==> src/rtl/br_counter_incr_rr_alloc_if.sv <==
// Request/response bundle for br_counter_incr_rr_alloc.
// BR_COUNTER_INCR_RR_ALLOC_WRAP_FLAG_EN adds resp_wrapped.
interface br_counter_incr_rr_alloc_if #(
  parameter int NumRequesters = 2,
  parameter int MaxValue = 15,
  parameter int MaxIncrement = 4
);
  localparam int ValueWidth = $clog2(MaxValue + 1);
  localparam int IncrWidth = $clog2(MaxIncrement + 1);

  logic [NumRequesters-1:0] req_valid;
  logic [NumRequesters*IncrWidth-1:0] req_incr;
  logic [NumRequesters-1:0] req_ready;
  logic [NumRequesters-1:0] resp_valid;
  logic [ValueWidth-1:0] resp_base;
  logic [IncrWidth-1:0] resp_incr;
`ifdef BR_COUNTER_INCR_RR_ALLOC_WRAP_FLAG_EN
  logic resp_wrapped;

  modport master (
    output req_valid, req_incr,
    input  req_ready, resp_valid,
    input  resp_base, resp_incr, resp_wrapped
  );

  modport slave (
    input  req_valid, req_incr,
    output req_ready, resp_valid,
    output resp_base, resp_incr, resp_wrapped
  );
`else
  modport master (
    output req_valid, req_incr,
    input  req_ready, resp_valid,
    input  resp_base, resp_incr
  );

  modport slave (
    input  req_valid, req_incr,
    output req_ready, resp_valid,
    output resp_base, resp_incr
  );
`endif
endinterface

==> src/rtl/br_counter_incr_rr_alloc.sv <==
// Round-robin shared wrapping counter handing out ID ranges.
// BR_COUNTER_INCR_RR_ALLOC_WRAP_FLAG_EN adds resp_wrapped.
module br_counter_incr_rr_alloc #(
  parameter int NumRequesters = 2,
  parameter int MaxValue = 15,
  parameter int MaxIncrement = 4,
  parameter int ResetValue = 0,
  localparam int ValueWidth = $clog2(MaxValue + 1),
  localparam int IncrWidth = $clog2(MaxIncrement + 1)
) (
  input  logic clk,
  input  logic rst_n,
  input  logic freeze,
  input  logic reinit,
  input  logic [ValueWidth-1:0] initial_value,
  br_counter_incr_rr_alloc_if.slave bus,
  output logic [ValueWidth-1:0] value,
  output logic busy
);
  localparam int PtrWidth = $clog2(NumRequesters);
  localparam int SumWidth = $clog2(MaxValue + MaxIncrement + 1);
  localparam logic [SumWidth-1:0] SumMax = SumWidth'(MaxValue);
  localparam logic [SumWidth-1:0] SumMod = SumWidth'(MaxValue + 1);
  localparam logic [ValueWidth-1:0] RstVal = ValueWidth'(ResetValue);

  if (NumRequesters < 2) begin : g_bad_n
    $error("NumRequesters must be >= 2");
  end
  if (MaxIncrement < 1 || MaxIncrement > MaxValue) begin : g_bad_inc
    $error("MaxIncrement must be in 1..MaxValue");
  end
  if (ResetValue > MaxValue) begin : g_bad_rst
    $error("ResetValue must be <= MaxValue");
  end

  typedef enum logic [1:0] {
    ST_RUN,
    ST_FREEZE,
    ST_REINIT
  } state_t;

  state_t state_q;
  logic busy_q;
  logic [PtrWidth-1:0] ptr_q;
  logic [PtrWidth-1:0] gnt_idx;
  logic [PtrWidth-1:0] ptr_nxt;
  logic [NumRequesters-1:0] gnt;
  logic found;
  logic grant_en;
  logic xfer;
  logic wrapped;
  logic [IncrWidth-1:0] sel_incr;
  logic [SumWidth-1:0] sum;
  logic [ValueWidth-1:0] value_q;
  logic [ValueWidth-1:0] value_nxt;

  function automatic logic [PtrWidth-1:0] rr_idx(
    input logic [PtrWidth-1:0] p,
    input int k
  );
    int s;
    s = int'(p) + k;
    if (s >= NumRequesters) s = s - NumRequesters;
    return PtrWidth'(s);
  endfunction

  // Freeze/reinit gate grants in the very cycle they are seen.
  assign grant_en = rst_n && (state_q == ST_RUN)
                  && !freeze && !reinit;

  // Scan upward from the RR pointer; first valid client wins.
  always_comb begin
    gnt = '0;
    gnt_idx = '0;
    found = 1'b0;
    for (int k = 0; k < NumRequesters; k++) begin
      if (!found && bus.req_valid[rr_idx(ptr_q, k)]) begin
        found = 1'b1;
        gnt_idx = rr_idx(ptr_q, k);
      end
    end
    if (grant_en && found) gnt[gnt_idx] = 1'b1;
  end

  assign xfer = |gnt;
  assign bus.req_ready = gnt;
  assign ptr_nxt = rr_idx(gnt_idx, 1);
  assign sel_incr =
    bus.req_incr[int'(gnt_idx)*IncrWidth +: IncrWidth];

  // Widened add, one conditional subtract folds back into range.
  assign sum = SumWidth'(value_q) + SumWidth'(sel_incr);
  assign wrapped = sum > SumMax;
  assign value_nxt = ValueWidth'(wrapped ? sum - SumMod : sum);

  assign value = value_q;
  assign busy = busy_q;

  // Run/freeze/reinit sequencer; reinit overrides everything.
  always_ff @(posedge clk or negedge rst_n) begin
    if (!rst_n) begin
      state_q <= ST_RUN;
      busy_q <= 1'b0;
    end else if (reinit) begin
      state_q <= ST_REINIT;
      busy_q <= 1'b1;
    end else begin
      unique case (state_q)
        ST_RUN: begin
          if (freeze) begin
            state_q <= ST_FREEZE;
            busy_q <= 1'b1;
          end
        end
        ST_FREEZE: begin
          if (!freeze) begin
            state_q <= ST_RUN;
            busy_q <= 1'b0;
          end
        end
        ST_REINIT: begin
          state_q <= freeze ? ST_FREEZE : ST_RUN;
          busy_q <= freeze;
        end
        default: begin
          state_q <= ST_RUN;
          busy_q <= 1'b0;
        end
      endcase
    end
  end

  // Counter, RR pointer and registered response.
  always_ff @(posedge clk or negedge rst_n) begin
    if (!rst_n) begin
      value_q <= RstVal;
      ptr_q <= '0;
      bus.resp_valid <= '0;
      bus.resp_base <= '0;
      bus.resp_incr <= '0;
`ifdef BR_COUNTER_INCR_RR_ALLOC_WRAP_FLAG_EN
      bus.resp_wrapped <= 1'b0;
`endif
    end else begin
      bus.resp_valid <= gnt;
`ifdef BR_COUNTER_INCR_RR_ALLOC_WRAP_FLAG_EN
      bus.resp_wrapped <= xfer & wrapped;
`endif
      if (xfer) begin
        bus.resp_base <= value_q;
        bus.resp_incr <= sel_incr;
        value_q <= value_nxt;
        ptr_q <= ptr_nxt;
      end
      if (reinit) value_q <= initial_value;
    end
  end

`ifndef SYNTHESIS
  localparam logic [ValueWidth-1:0] MaxV =
    ValueWidth'(MaxValue);
  localparam logic [IncrWidth-1:0] MaxI =
    IncrWidth'(MaxIncrement);

  a_value_range: assert property (
    @(posedge clk) disable iff (!rst_n) value_q <= MaxV);
  a_onehot: assert property (
    @(posedge clk) disable iff (!rst_n)
    $onehot0(bus.req_ready));
  a_ready_valid: assert property (
    @(posedge clk) disable iff (!rst_n)
    (bus.req_ready & ~bus.req_valid) == '0);
  a_no_grant_busy: assert property (
    @(posedge clk) disable iff (!rst_n)
    state_q != ST_RUN |-> bus.req_ready == '0);
  a_init_range: assert property (
    @(posedge clk) disable iff (!rst_n)
    reinit |-> initial_value <= MaxV);

  for (genvar i = 0; i < NumRequesters; i++) begin : g_chk
    a_incr_range: assert property (
      @(posedge clk) disable iff (!rst_n)
      bus.req_valid[i] |->
        bus.req_incr[i*IncrWidth +: IncrWidth] <= MaxI);
    a_stable: assert property (
      @(posedge clk) disable iff (!rst_n)
      bus.req_valid[i] && !bus.req_ready[i] |=>
        bus.req_valid[i] &&
        $stable(bus.req_incr[i*IncrWidth +: IncrWidth]));
  end
`endif
endmodule

==> src/flat_wrapper.sv <==
// flat-port wrapper written by rule: the top's interface ports become plain ports
module br_counter_incr_rr_alloc_flat 
#(
  parameter int NumRequesters = 2,
  parameter int MaxValue = 15,
  parameter int MaxIncrement = 4,
  parameter int ResetValue = 0,
  localparam int ValueWidth = $clog2(MaxValue + 1),
  localparam int IncrWidth = $clog2(MaxIncrement + 1)
)
  (clk, rst_n, freeze, reinit, initial_value, value, busy, bus_req_valid, bus_req_incr, bus_req_ready, bus_resp_valid, bus_resp_base, bus_resp_incr);
  br_counter_incr_rr_alloc_if #(.NumRequesters(NumRequesters), .MaxValue(MaxValue), .MaxIncrement(MaxIncrement)) bus_i ();
  input  logic clk;
  input  logic rst_n;
  input  logic freeze;
  input  logic reinit;
  input  logic [ValueWidth-1:0] initial_value;
  output logic [ValueWidth-1:0] value;
  output logic busy;
  input wire logic [$bits(bus_i.req_valid)-1:0] bus_req_valid;
  input wire logic [$bits(bus_i.req_incr)-1:0] bus_req_incr;
  output wire logic [$bits(bus_i.req_ready)-1:0] bus_req_ready;
  output wire logic [$bits(bus_i.resp_valid)-1:0] bus_resp_valid;
  output wire logic [$bits(bus_i.resp_base)-1:0] bus_resp_base;
  output wire logic [$bits(bus_i.resp_incr)-1:0] bus_resp_incr;
  assign bus_i.req_valid = bus_req_valid;
  assign bus_i.req_incr = bus_req_incr;
  assign bus_req_ready = bus_i.req_ready;
  assign bus_resp_valid = bus_i.resp_valid;
  assign bus_resp_base = bus_i.resp_base;
  assign bus_resp_incr = bus_i.resp_incr;
  br_counter_incr_rr_alloc #(.NumRequesters(NumRequesters), .MaxValue(MaxValue), .MaxIncrement(MaxIncrement), .ResetValue(ResetValue)) u_core (.clk(clk), .rst_n(rst_n), .freeze(freeze), .reinit(reinit), .initial_value(initial_value), .bus(bus_i), .value(value), .busy(busy));
endmodule
==> config.mk <==
export PLATFORM = sky130hd
export DESIGN_NAME = br_counter_incr_rr_alloc_flat
export DESIGN_NICKNAME = d
export VERILOG_FILES = /design/src/rtl/br_counter_incr_rr_alloc_if.sv /design/src/rtl/br_counter_incr_rr_alloc.sv /design/src/flat_wrapper.sv
export SDC_FILE = /design/constraint.sdc
export NUM_CORES = 1
export LEC_CHECK = 0
export ABC_AREA = 1
export BUFFER_PORTS_ARGS = -buffer_cell sky130_fd_sc_hd__buf_2
export CAP_MARGIN = 20
export CORE_AREA = 4 4 51 53
export DETAILED_ROUTE_END_ITERATION = 6
export DIE_AREA = 0 0 55 57
export PLACE_DENSITY = 0.78
export SETUP_SLACK_MARGIN = 0.15
export SKIP_LAST_GASP = 1
export SYNTH_ARGS = -nofsm -noshare
export SYNTH_HDL_FRONTEND = slang
export SYNTH_SLANG_ARGS = --single-unit
==> constraint.sdc <==
create_clock -name clk -period 1.6 [get_ports clk]
set_input_delay 0.32 -clock clk [delete_from_list [all_inputs] [get_ports clk]]
set_output_delay 0.32 -clock clk [all_outputs]
set_load 0.05 [all_outputs]
==> flow_metrics.env, run 1 <==
export IMPL_status="finished with violations"
export IMPL_violations_in_the_final_reports="setup timing"
export IMPL_r2r_cells=8
export IMPL_drive_above_1_share=0.4416
export IMPL_start_util=0.4217
export IMPL_cp_slowest_cell="sky130_fd_sc_hd__dfrtp_1"
export IMPL_cp_arrival_ns=1.43
export IMPL_max_freq_mhz=571.9
export IMPL_swShare=0.4155
export IMPL_total_wirelength_of_the_detailed_routed_design_mm=2.207
export IMPL_place_port_buffers=31
export IMPL_worst_hold_slack_ns=0.03555
export IMPL_area_of_combinational_cells_with_multiple_inputs_um2=441.7
export IMPL_cpPeakStageDelay_ns=0.42
export IMPL_finalWorstSetupSlack_ns=-0.1485
export IMPL_holdBufCountCts=0
export IMPL_hold_viol_final=0
export IMPL_synthesis_instances=105
export IMPL_fp_dieH_um=57
export IMPL_p_sw_w=0.0005475
export IMPL_synth_nets=125
export IMPL_clock_tree_htree_level_count=1
export IMPL_fin_crit_period_ns=1.749
export IMPL_grt_antenna_before_repair=0
export IMPL_p_leak_nw=0.7123
export IMPL_syn_avg_cell_area_um2=8.627
export IMPL_start_kind="register"
export IMPL_final_hpwl_from_detailed_placement_mm=1.627
export IMPL_num_nets_final=175
export IMPL_cts_root_to_sink_buffers=2
export IMPL_p_per_area_nw_per_um2=1019
export IMPL_synth_largest_type_area_fraction=0.4696
export IMPL_placement_rows=17
export IMPL_dr_pass1_iters=6
export IMPL_io_pins=32
export IMPL_synth_area_leader_cell="sky130_fd_sc_hd__dfrtp_1"
export IMPL_cts_reportedPaths_clkPinSlew_ns=0.09
export IMPL_post_synthesis_sequential_area_ratio=0.4696
export IMPL_first_global_vias=825
export IMPL_rsz_0062_raised_after_global_routing="true"
export IMPL_path_class_of_the_lowest_slack_min_delay_path="in2async"
export IMPL_routed_wire_length_per_instance_um=12.13
export IMPL_netlist_top_cells_count="sky130_fd_sc_hd__nand2_1, sky130_fd_sc_hd__dfrtp_1, sky130_fd_sc_hd__inv_1, sky130_fd_sc_hd__nand3_1, sky130_fd_sc_hd__o21ai_1"
export IMPL_synthesis_area_um2=905.9
export IMPL_finalCritPeriodShare=1.093
export IMPL_maxCapViolCount=0
export IMPL_synth_top_cells_by_area="sky130_fd_sc_hd__dfrtp_1, sky130_fd_sc_hd__nand2_1, sky130_fd_sc_hd__ha_1, sky130_fd_sc_hd__inv_1, sky130_fd_sc_hd__nand3_1"
export IMPL_final_seq_area_um2=426.7
export IMPL_design_die_area_um2=3135
export IMPL_root_buffer="sky130_fd_sc_hd__clkbuf_4"
export IMPL_worstMarginPinSlew_ns=0.3061
export IMPL_clockPowerShare=0.166
export IMPL_tritoncts="yes"
export IMPL_detailedRoute_firstIterationViolations=14
export IMPL_power_combinational_fraction=0.420
export IMPL_setup_worst_path_end_class="output port"
export IMPL_synth_async_sr_flop_share=1.000
export IMPL_design_power_total_w=0.001318
export IMPL_criticalPathCategory="reg2out"
export IMPL_synthToLayoutAreaGrowth_pct=42.68
export IMPL_vias=856
export IMPL_internal_power_w=0.0007700
export IMPL_tritoncts_num_buffers=3
export IMPL_viasPerCell=4.703
export IMPL_path_buf_inv=4
export IMPL_number_of_inserted_diodes=0
export IMPL_floorplan_die_width_um=55
export IMPL_crit_chain="o21ai_4 -> buf_6 -> buf_4 -> nand2_4 -> clkinvlp_4 -> buf_8"
export IMPL_worst_slew_margin_rel=0.7946
export IMPL_final_routed_drc_violation_total=0
export IMPL_number_of_routed_nets_with_antenna_violations=0
export IMPL_worst_path_max_fanout=5
export IMPL_critical_path_cell_count=6
export IMPL_fp_coreArea_um2=2148
export IMPL_synth_ff_latch_count=17
export IMPL_synthFlopType="sky130_fd_sc_hd__dfrtp_1"
export IMPL_crit_reg2reg_launch="u_core.ptr_q"
export IMPL_fin_worst_skew_ns=0.004581
export IMPL_grt_first_pass_wirelength_mm=3.374
export IMPL_max_vdd_ir_drop_v=0.0004520
export IMPL_r2r_end="u_core.value[2]"
export IMPL_n_fill_cell=179
export IMPL_setup_viol=5
export IMPL_ys_warn_count=0
export IMPL_clkLatencyLatePin_ns=0.28
export IMPL_crit_required_ns=1.28
export IMPL_edff_count_synth=0
export IMPL_synthMostInstantiatedCell="sky130_fd_sc_hd__nand2_1"
export IMPL_reg2reg_slack_ns=-0.15
export IMPL_yosys_cell_types_count=23
export IMPL_finalWeightedCongestion=0.7855
export IMPL_portion_of_total_power_attributed_to_sequential_cells=0.414
export IMPL_tritoncts_num_sinks=17
export IMPL_drv_slew=0
export IMPL_globalRouteTotalUtil=0.1435
export IMPL_grt_ovfl_total=0
export IMPL_largest_net_degree_at_the_start_of_global_routing=19
export IMPL_cell_family_contributing_the_most_delay_on_the_critical_path="buffers and inverters"
-- flip-flops by register name (all words and copies together), names as in the netlist --
name / flops
u_core.bus.resp_valid: 2
u_core.bus.resp_incr: 3
u_core.bus.resp_base: 4
u_core.ptr_q: 1
u_core.busy: 1
u_core.value: 4
u_core.state_q: 2
-- what timing repair did --
action                     in CTS  in global routing
gates resized for setup         3                 11
setup buffers                   1                  8
setup endpoints to repair       5                  6
gates cloned                    0                  0
pin swaps                       0                  4
-- layout make-up --
cell class | count | area share
Multi-Input combinational cell | 73 | 0.3417
Sequential cell | 17 | 0.3301
Timing Repair Buffer | 49 | 0.2459
Inverter | 11 | 0.03485
Tap cell | 28 | 0.02711
Clock buffer | 4 | 0.02033
-- placed cells by master, fill, tap and decap left out --
cell type / netlist / layout
sky130_fd_sc_hd__a21boi_2: 0 / 2
sky130_fd_sc_hd__a21oi_1: 1 / 1
sky130_fd_sc_hd__buf_2: 1 / 29
sky130_fd_sc_hd__buf_4: 0 / 16
sky130_fd_sc_hd__buf_6: 2 / 2
sky130_fd_sc_hd__buf_8: 0 / 2
sky130_fd_sc_hd__clkbuf_1: 1 / 1
sky130_fd_sc_hd__clkbuf_4: 0 / 3
sky130_fd_sc_hd__clkinvlp_4: 0 / 1
sky130_fd_sc_hd__dfrtp_1: 17 / 16
sky130_fd_sc_hd__dfrtp_2: 0 / 1
sky130_fd_sc_hd__fa_1: 1 / 1
sky130_fd_sc_hd__ha_1: 3 / 2
sky130_fd_sc_hd__ha_2: 0 / 1
sky130_fd_sc_hd__inv_1: 9 / 8
sky130_fd_sc_hd__inv_2: 2 / 2
sky130_fd_sc_hd__nand2_1: 43 / 42
sky130_fd_sc_hd__nand2_4: 0 / 1
sky130_fd_sc_hd__nand3_1: 5 / 5
sky130_fd_sc_hd__nand3_4: 1 / 1
sky130_fd_sc_hd__nand4_1: 2 / 2
sky130_fd_sc_hd__nor2_1: 2 / 1
sky130_fd_sc_hd__nor2_2: 2 / 1
sky130_fd_sc_hd__nor2_4: 1 / 3
sky130_fd_sc_hd__nor2_8: 1 / 1
sky130_fd_sc_hd__o211ai_1: 1 / 1
sky130_fd_sc_hd__o21ai_1: 5 / 5
sky130_fd_sc_hd__o21ai_2: 0 / 1
sky130_fd_sc_hd__o21ai_4: 1 / 1
sky130_fd_sc_hd__xnor2_1: 1 / 1
-- stage by stage --
step / TNS [ns] / setup slack (ns) / util / std cells / area (um2)
after floorplan: -0.08086 / -0.04652 / - / 105 / 924.6
after detailed placement: -0.5405 / -0.1940 / 0.5358 / 169 / 1151
after CTS: -0.5637 / -0.1479 / 0.5539 / 174 / 1190
final: -0.5747 / -0.1485 / 0.6016 / 182 / 1292
after global placement: -0.3752 / -0.1268 / 0.5358 / 169 / 1151
after global routing: -1.052 / -0.2618 / 0.6016 / 182 / 1292
-- worst max path at each step --
| stage | start | endpoint | slack, ns |
|---|---|---|---|
| after floorplan | u_core.ptr_q | u_core.value[2] | -0.05 |
| after global placement | bus_req_valid[0] | u_core.value[2] | -0.13 |
| after detailed placement | bus_req_valid[0] | u_core.value[1] | -0.19 |
| after CTS | u_core.ptr_q | bus_req_ready[0] | -0.15 |
| after global routing | u_core.ptr_q | u_core.value[2] | -0.26 |
| final | u_core.ptr_q | bus_req_ready[0] | -0.15 |
-- power groups by stage --
stage          combinational (W)  sequential [W]  clock, W
3_3_place_gp            0.000498        0.000550         0
3_5_place_dp            0.000506        0.000555         0
6_report                0.000553        0.000545  0.000219
2_1_floorplan           0.000157        0.000755         0
5_1_grt                 0.000600        0.000555  0.000247
4_1_cts                 0.000515        0.000546  0.000226
-- logic make-up after synthesis --
family,after synthesis,share of synthesized area
simple gates,57,0.2956
flops,17,0.4696
buf+inv,15,0.08010
compound gates,11,0.08148
fa+ha+maj,4,0.06354
xor+xnor,1,0.009670
-- per-layer routing --
layer / up-vias / wire (um) / track usage
met5: - / 0 / 0
met4: 0 / 27 / 0.05208
met3: 2 / 101 / 0.01567
met2: 25 / 1159 / 0.2568
met1: 399 / 919 / 0.1697
li1: 430 / - / -
Power figures use the tool's default switching activity.
==> run 2: changes to the inputs <==
--- a/config.mk
+++ b/config.mk
@@ -6,12 +6,13 @@
 export NUM_CORES = 1
 export LEC_CHECK = 0
 export ABC_AREA = 1
+export ABC_CLOCK_PERIOD_IN_PS = 1600
 export BUFFER_PORTS_ARGS = -buffer_cell sky130_fd_sc_hd__buf_2
 export CAP_MARGIN = 20
-export CORE_AREA = 4 4 51 53
+export CORE_AREA = 4 4 47 58
 export DETAILED_ROUTE_END_ITERATION = 6
-export DIE_AREA = 0 0 55 57
-export PLACE_DENSITY = 0.78
+export DIE_AREA = 0 0 51 62
+export PLACE_DENSITY = 0.77
 export SETUP_SLACK_MARGIN = 0.15
 export SKIP_LAST_GASP = 1
 export SYNTH_ARGS = -nofsm -noshare
==> run 2 against run 1 <==
  * The flow still finishes with violations (setup timing)
  * Setup slack better by 0.022 ns
  * Non-clock buffer count shrank 8
  * Clock power up 4%
  * Register-to-register slack improved by 0.03 ns
  * First-iteration DRC count fell by 57%
  * Combinational power down 8.1%
  * Flip-flop and latch count stayed put
  * Final cell count down 2.7%
  * Highest routed layer unchanged
==> flow_metrics.env, run 2 (same netlist as run 1, synthesis figures left out) <==
export IMPL_total_wirelength_of_the_detailed_routed_design_mm=1.940
export IMPL_globalRouteTotalUtil=0.1309
export IMPL_largest_net_degree_at_the_start_of_global_routing=18
export IMPL_dr_wl_met2_um=983
export IMPL_criticalPathCategory="reg2out"
export IMPL_floorplan_die_width_um=51
export IMPL_violations_in_the_final_reports="setup timing"
export IMPL_drv_slew=0
export IMPL_fin_tns_setup_ns=-0.4333
export IMPL_detailedRoute_firstIterationViolations=6
export IMPL_finalWorstSetupSlack_ns=-0.1262
export IMPL_final_routed_drc_violation_total=0
export IMPL_maxCapViolCount=0
export IMPL_tritoncts_num_sinks=17
export IMPL_detail_route_wirelength_met1_um=808
export IMPL_p_per_area_nw_per_um2=1060
export IMPL_start_util=0.4097
export IMPL_worstMarginPinSlew_ns=0.2536
export IMPL_viasPerCell=4.638
export IMPL_finalCritPeriodShare=1.079
export IMPL_reg2reg_slack_ns=-0.12
export IMPL_drive_above_1_share=0.4041
export IMPL_hold_viol_final=0
export IMPL_max_vdd_ir_drop_v=0.0007263
export IMPL_num_nets_final=167
export IMPL_clock_tree_htree_level_count=1
export IMPL_number_of_inserted_diodes=0
export IMPL_n_fill_cell=218
export IMPL_design_die_area_um2=3162
export IMPL_fin_crit_period_ns=1.726
export IMPL_finalWeightedCongestion=0.8308
export IMPL_grt_ovfl_total=0
export IMPL_final_seq_area_um2=426.7
export IMPL_p_leak_nw=0.6614
export IMPL_finalInstanceArea_um2=1207
export IMPL_setup_worst_path_end_class="output port"
export IMPL_root_buffer="sky130_fd_sc_hd__clkbuf_4"
export IMPL_grt_first_pass_wirelength_mm=3.091
export IMPL_worst_slew_margin_rel=0.8321
export IMPL_holdBufCountCts=0
export IMPL_final_hpwl_from_detailed_placement_mm=1.591
export IMPL_wl_met3_um=86
export IMPL_tritoncts="yes"
export IMPL_area_of_combinational_cells_with_multiple_inputs_um2=427.9
export IMPL_synthToLayoutAreaGrowth_pct=33.29
export IMPL_setup_viol=5
export IMPL_place_worst_setup_slack_ns=-0.2057
export IMPL_routed_wire_length_per_instance_um=10.96
export IMPL_start_kind="register"
export IMPL_crit_required_ns=1.28
export IMPL_cp_arrival_ns=1.41
export IMPL_max_freq_mhz=579.3
export IMPL_design_power_total_w=0.001280
export IMPL_fp_dieH_um=62
export IMPL_status="finished with violations"
export IMPL_layout_common_cells="sky130_fd_sc_hd__nand2_1, sky130_fd_sc_hd__buf_2, sky130_fd_sc_hd__dfrtp_1, sky130_fd_sc_hd__buf_4, sky130_fd_sc_hd__inv_1"
export IMPL_place_port_buffers=31
export IMPL_most_common_cell_after_layout_fill_and_taps_aside="sky130_fd_sc_hd__nand2_1"
export IMPL_crit_reg2reg_launch="u_core.ptr_q"
export IMPL_worst_path_max_fanout=6
export IMPL_cts_root_to_sink_buffers=2
export IMPL_cts_reportedPaths_clkPinSlew_ns=0.09
export IMPL_fp_coreArea_um2=2211
export IMPL_fin_worst_skew_ns=0.002551
export IMPL_number_of_routed_nets_with_antenna_violations=0
export IMPL_placed_cell_area_um2=1140
export IMPL_finish_utilization=0.5461
export IMPL_path_class_of_the_lowest_slack_min_delay_path="in2async"
export IMPL_first_global_vias=749
export IMPL_r2r_end="u_core.value[1]"
export IMPL_grt_antenna_before_repair=0
export IMPL_placement_rows=19
export IMPL_top_layer_used="met4"
export IMPL_rsz_0062_raised_after_global_routing="true"
export IMPL_io_pins=32
export IMPL_vias=821
export IMPL_r2r_cells=7
export IMPL_dr_pass1_iters=4
export IMPL_tritoncts_num_buffers=3
export IMPL_clkLatencyLatePin_ns=0.29
## run 2: cell types whose count changed in the layout (fill, tap and decap cells not counted), sizes merged
cell	change
buf	-8
## run 2: timing repair
item                                    4_1_cts  5_1_grt
pin swaps                                     1        2
cloned                                        0        0
setup buffers                                 3        0
gates resized for setup                       6        1
endpoints found under the setup margin        5        6
## run 2: through the flow
step	hold WS (ns)	cells
floorplan	0.02441	105
global placement	0.3698	170
detailed placement	0.3770	170
CTS	0.04953	177
global route	0.07222	177
finish	0.04802	177
## run 2: final cells by class
type,count,area share
multi-input cells,73,0.3544
inverters,11,0.03731
well taps,31,0.03212
clock buffers,4,0.02176
flip-flops and latches,17,0.3534
repair buffers,41,0.2010
## run 2: where the power goes
group          switching [W]  internal (W)  leakage [nW]
Sequential         0.0000483      0.000496         0.213
Clock               0.000131     0.0000971        0.0150
Combinational       0.000358      0.000150         0.434
## run 2: layer usage
metal | global-route usage | vias up
met3 | 0.01193 | 5
met1 | 0.1562 | 381
met2 | 0.2247 | 21
met5 | 0 | -
met4 | 0.09231 | 0
li1 | - | 414
## run 2: worst max path at each step
stage                           from                to  slack [ns]  cells past startpoint
floorplan               u_core.ptr_q   u_core.value[2]       -0.05                      8
global placement    bus_req_valid[0]   u_core.value[2]       -0.15                     10
detailed placement  bus_req_valid[0]   u_core.value[2]       -0.21                     10
CTS                     u_core.ptr_q  bus_req_ready[0]       -0.15                      5
global route            u_core.ptr_q   u_core.value[1]       -0.23                      7
finish                  u_core.ptr_q  bus_req_ready[0]       -0.13                      5
## run 2: worst max-delay path, cell delays in order, from the launching register on
cell and delay, ns:
sky130_fd_sc_hd__dfrtp_1 0.42, sky130_fd_sc_hd__o21ai_4 0.21, sky130_fd_sc_hd__buf_4 0.16, sky130_fd_sc_hd__nand2_1 0.09
sky130_fd_sc_hd__clkinvlp_4 0.10, sky130_fd_sc_hd__buf_8 0.14
==> run 3: changes to the inputs <==
--- a/config.mk
+++ b/config.mk
@@ -12,9 +12,10 @@
 export CORE_AREA = 4 4 47 58
 export DETAILED_ROUTE_END_ITERATION = 6
 export DIE_AREA = 0 0 51 62
-export PLACE_DENSITY = 0.77
+export PLACE_DENSITY = 0.71
 export SETUP_SLACK_MARGIN = 0.15
 export SKIP_LAST_GASP = 1
+export SLEW_MARGIN = 5
 export SYNTH_ARGS = -nofsm -noshare
 export SYNTH_HDL_FRONTEND = slang
 export SYNTH_SLANG_ARGS = --single-unit
==> run 3 against run 2 <==
  * The flow still finishes with violations (setup timing)
  * Via count increased by 1.7%
  * Count of clock-buffer cells in the layout stayed put
  * Setup slack worse by 0.070 ns
  * First-iteration DRC count increased to 2.7 times the previous value
  * Wire length is 16% higher
  * Register-to-register slack got worse by 0.08 ns
  * Combinational power up 14%
  * Core utilization rose by 4.4 points
  * Critical path depth grew 2
  * Clock skew rose by 0.0026 ns
  * Non-clock buffer count rose by 5
  * Critical endpoint is now u_core.value[1]
==> flow_metrics.env, run 3 (same netlist as run 1, synthesis figures left out) <==
export IMPL_cts_root_to_sink_buffers=2
export IMPL_num_nets_final=172
export IMPL_setup_viol=4
export IMPL_violations_in_the_final_reports="setup timing"
export IMPL_status="finished with violations"
export IMPL_vias=835
export IMPL_clkLatencyLatePin_ns=0.30
export IMPL_place_port_buffers=31
export IMPL_maxCapViolCount=0
export IMPL_final_routed_drc_violation_total=0
export IMPL_grt_antenna_before_repair=0
export IMPL_p_leak_nw=0.6948
export IMPL_total_wirelength_of_the_detailed_routed_design_mm=2.251
export IMPL_fin_crit_period_ns=1.796
export IMPL_finalWorstSetupSlack_ns=-0.1961
export IMPL_grt_ovfl_total=0
export IMPL_tritoncts="yes"
export IMPL_worst_slew_margin_rel=0.8209
export IMPL_fin_worst_skew_ns=0.005115
export IMPL_detailedRoute_firstIterationViolations=16
export IMPL_p_per_area_nw_per_um2=1045
export IMPL_finalCritPeriodShare=1.123
export IMPL_clock_tree_htree_level_count=1
export IMPL_io_pins=32
export IMPL_worst_path_max_fanout=5
export IMPL_rsz_0062_raised_after_global_routing="true"
export IMPL_place_worst_setup_slack_ns=-0.2627
export IMPL_drv_slew=0
export IMPL_p_sw_w=0.0005779
export IMPL_final_hpwl_from_detailed_placement_mm=1.767
export IMPL_viasPerCell=4.588
export IMPL_start_kind="register"
export IMPL_drive_above_1_share=0.4636
export IMPL_fp_coreArea_um2=2211
export IMPL_hold_viol_final=0
export IMPL_crit_required_ns=1.79
export IMPL_setup_worst_path_end_class="register"
export IMPL_max_freq_mhz=556.8
export IMPL_power_combinational_fraction=0.426
export IMPL_synthToLayoutAreaGrowth_pct=44.06
export IMPL_worstMarginPinSlew_ns=0.2677
export IMPL_design_die_area_um2=3162
export IMPL_internal_power_w=0.0007853
export IMPL_root_buffer="sky130_fd_sc_hd__clkbuf_4"
export IMPL_path_class_of_the_lowest_slack_min_delay_path="in2async"
export IMPL_largest_net_degree_at_the_start_of_global_routing=12
export IMPL_tritoncts_num_sinks=17
export IMPL_most_common_cell_after_layout_fill_and_taps_aside="sky130_fd_sc_hd__nand2_1"
export IMPL_grt_first_pass_wirelength_mm=3.753
export IMPL_finalWeightedCongestion=0.8297
export IMPL_first_global_vias=843
export IMPL_design_power_total_w=0.001363
export IMPL_fp_dieH_um=62
export IMPL_cp_arrival_ns=1.99
export IMPL_swShare=0.4239
export IMPL_cts_reportedPaths_clkPinSlew_ns=0.10
export IMPL_globalRouteTotalUtil=0.1625
export IMPL_placement_rows=19
export IMPL_n_fill_cell=212
export IMPL_clockPowerShare=0.171
export IMPL_number_of_inserted_diodes=0
export IMPL_fin_tns_setup_ns=-0.5158
export IMPL_worst_hold_slack_ns=0.006999
export IMPL_floorplan_die_width_um=51
export IMPL_criticalPathCategory="reg2reg"
export IMPL_routed_wire_length_per_instance_um=12.37
export IMPL_tritoncts_num_buffers=3
export IMPL_dr_pass1_iters=4
export IMPL_layout_common_cells="sky130_fd_sc_hd__nand2_1, sky130_fd_sc_hd__buf_2, sky130_fd_sc_hd__dfrtp_1, sky130_fd_sc_hd__buf_4, sky130_fd_sc_hd__inv_1"
export IMPL_portion_of_total_power_attributed_to_sequential_cells=0.403
export IMPL_start_util=0.4097
export IMPL_number_of_routed_nets_with_antenna_violations=0
export IMPL_max_vdd_ir_drop_v=0.0005575
## run 3: changes by cell type in the layout (fill, tap and decap cells not counted), sizes merged
cell	previous run	this run
clkbuf	4	5
buf	41	44
dlygate4sd3	0	1
## run 3: power by group through the flow
stage               Clock [W]  Combinational, W  Sequential (W)
finish               0.000233          0.000581        0.000549
floorplan                   0          0.000157        0.000755
global route         0.000266          0.000627        0.000558
CTS                  0.000236          0.000570        0.000549
detailed placement          0          0.000515        0.000556
global placement            0          0.000498        0.000551
## run 3: metrics by stage
step,utilization,cell area (um2),cells
after floorplan,-,924.6,105
after global routing,0.5903,1305,182
after global placement,0.5258,1162,173
final,0.5903,1305,182
after CTS,0.5773,1276,181
after detailed placement,0.5258,1162,173
## run 3: metal layers
metal  vias to the layer above  GRT usage  part of all wire
li1                        420          -                 -
met1                       382     0.1764              0.38
met2                        26     0.2873              0.54
met3                         7    0.05012             0.054
met4                         0    0.08462             0.030
met5                         -          0                 0
## run 3: worst paths after layout
check	startpoint	cells past startpoint	slack (ns)	endpoint
hold reg to reg	u_core.bus.resp_incr[0]	2	0.49	u_core.bus.resp_incr[0]
hold / removal	rst_n	2	0.007	u_core.bus.resp_incr[0]
setup / recovery	u_core.ptr_q	7	-0.20	u_core.value[1]
max in group asynchronous	rst_n	3	0.81	u_core.bus.resp_base[2]
setup reg to reg	u_core.ptr_q	7	-0.20	u_core.value[1]
min in group clk	initial_value[3]	3	0.25	u_core.value[3]
## run 3: final cells by class
cell class	count	area, um2	share of cell area
Timing Repair Buffer	46	289.0	0.2215
Multi-Input combinational cell	73	479.2	0.3672
Clock buffer	4	26.28	0.02013
Sequential cell	17	426.7	0.3269
Inverter	11	45.04	0.03452
Tap cell	31	38.79	0.02972
## run 3: worst max-delay path, cell delays in order (launching register included)
cell	delay, ns
sky130_fd_sc_hd__dfrtp_1	0.43
sky130_fd_sc_hd__o21ai_4	0.20
sky130_fd_sc_hd__nand2_1	0.09
sky130_fd_sc_hd__o21ai_2	0.08
sky130_fd_sc_hd__ha_2	0.24
sky130_fd_sc_hd__fa_2	0.47
sky130_fd_sc_hd__a21boi_2	0.13
sky130_fd_sc_hd__nand2_1	0.06
## run 3: what timing repair did
action	CTS	global route
gates cloned	0	0
resized for setup	12	6
pin swaps	2	1
hold buffers	1	0
setup endpoints to repair	5	7
endpoints found under the hold margin	6	0
setup buffers	3	1
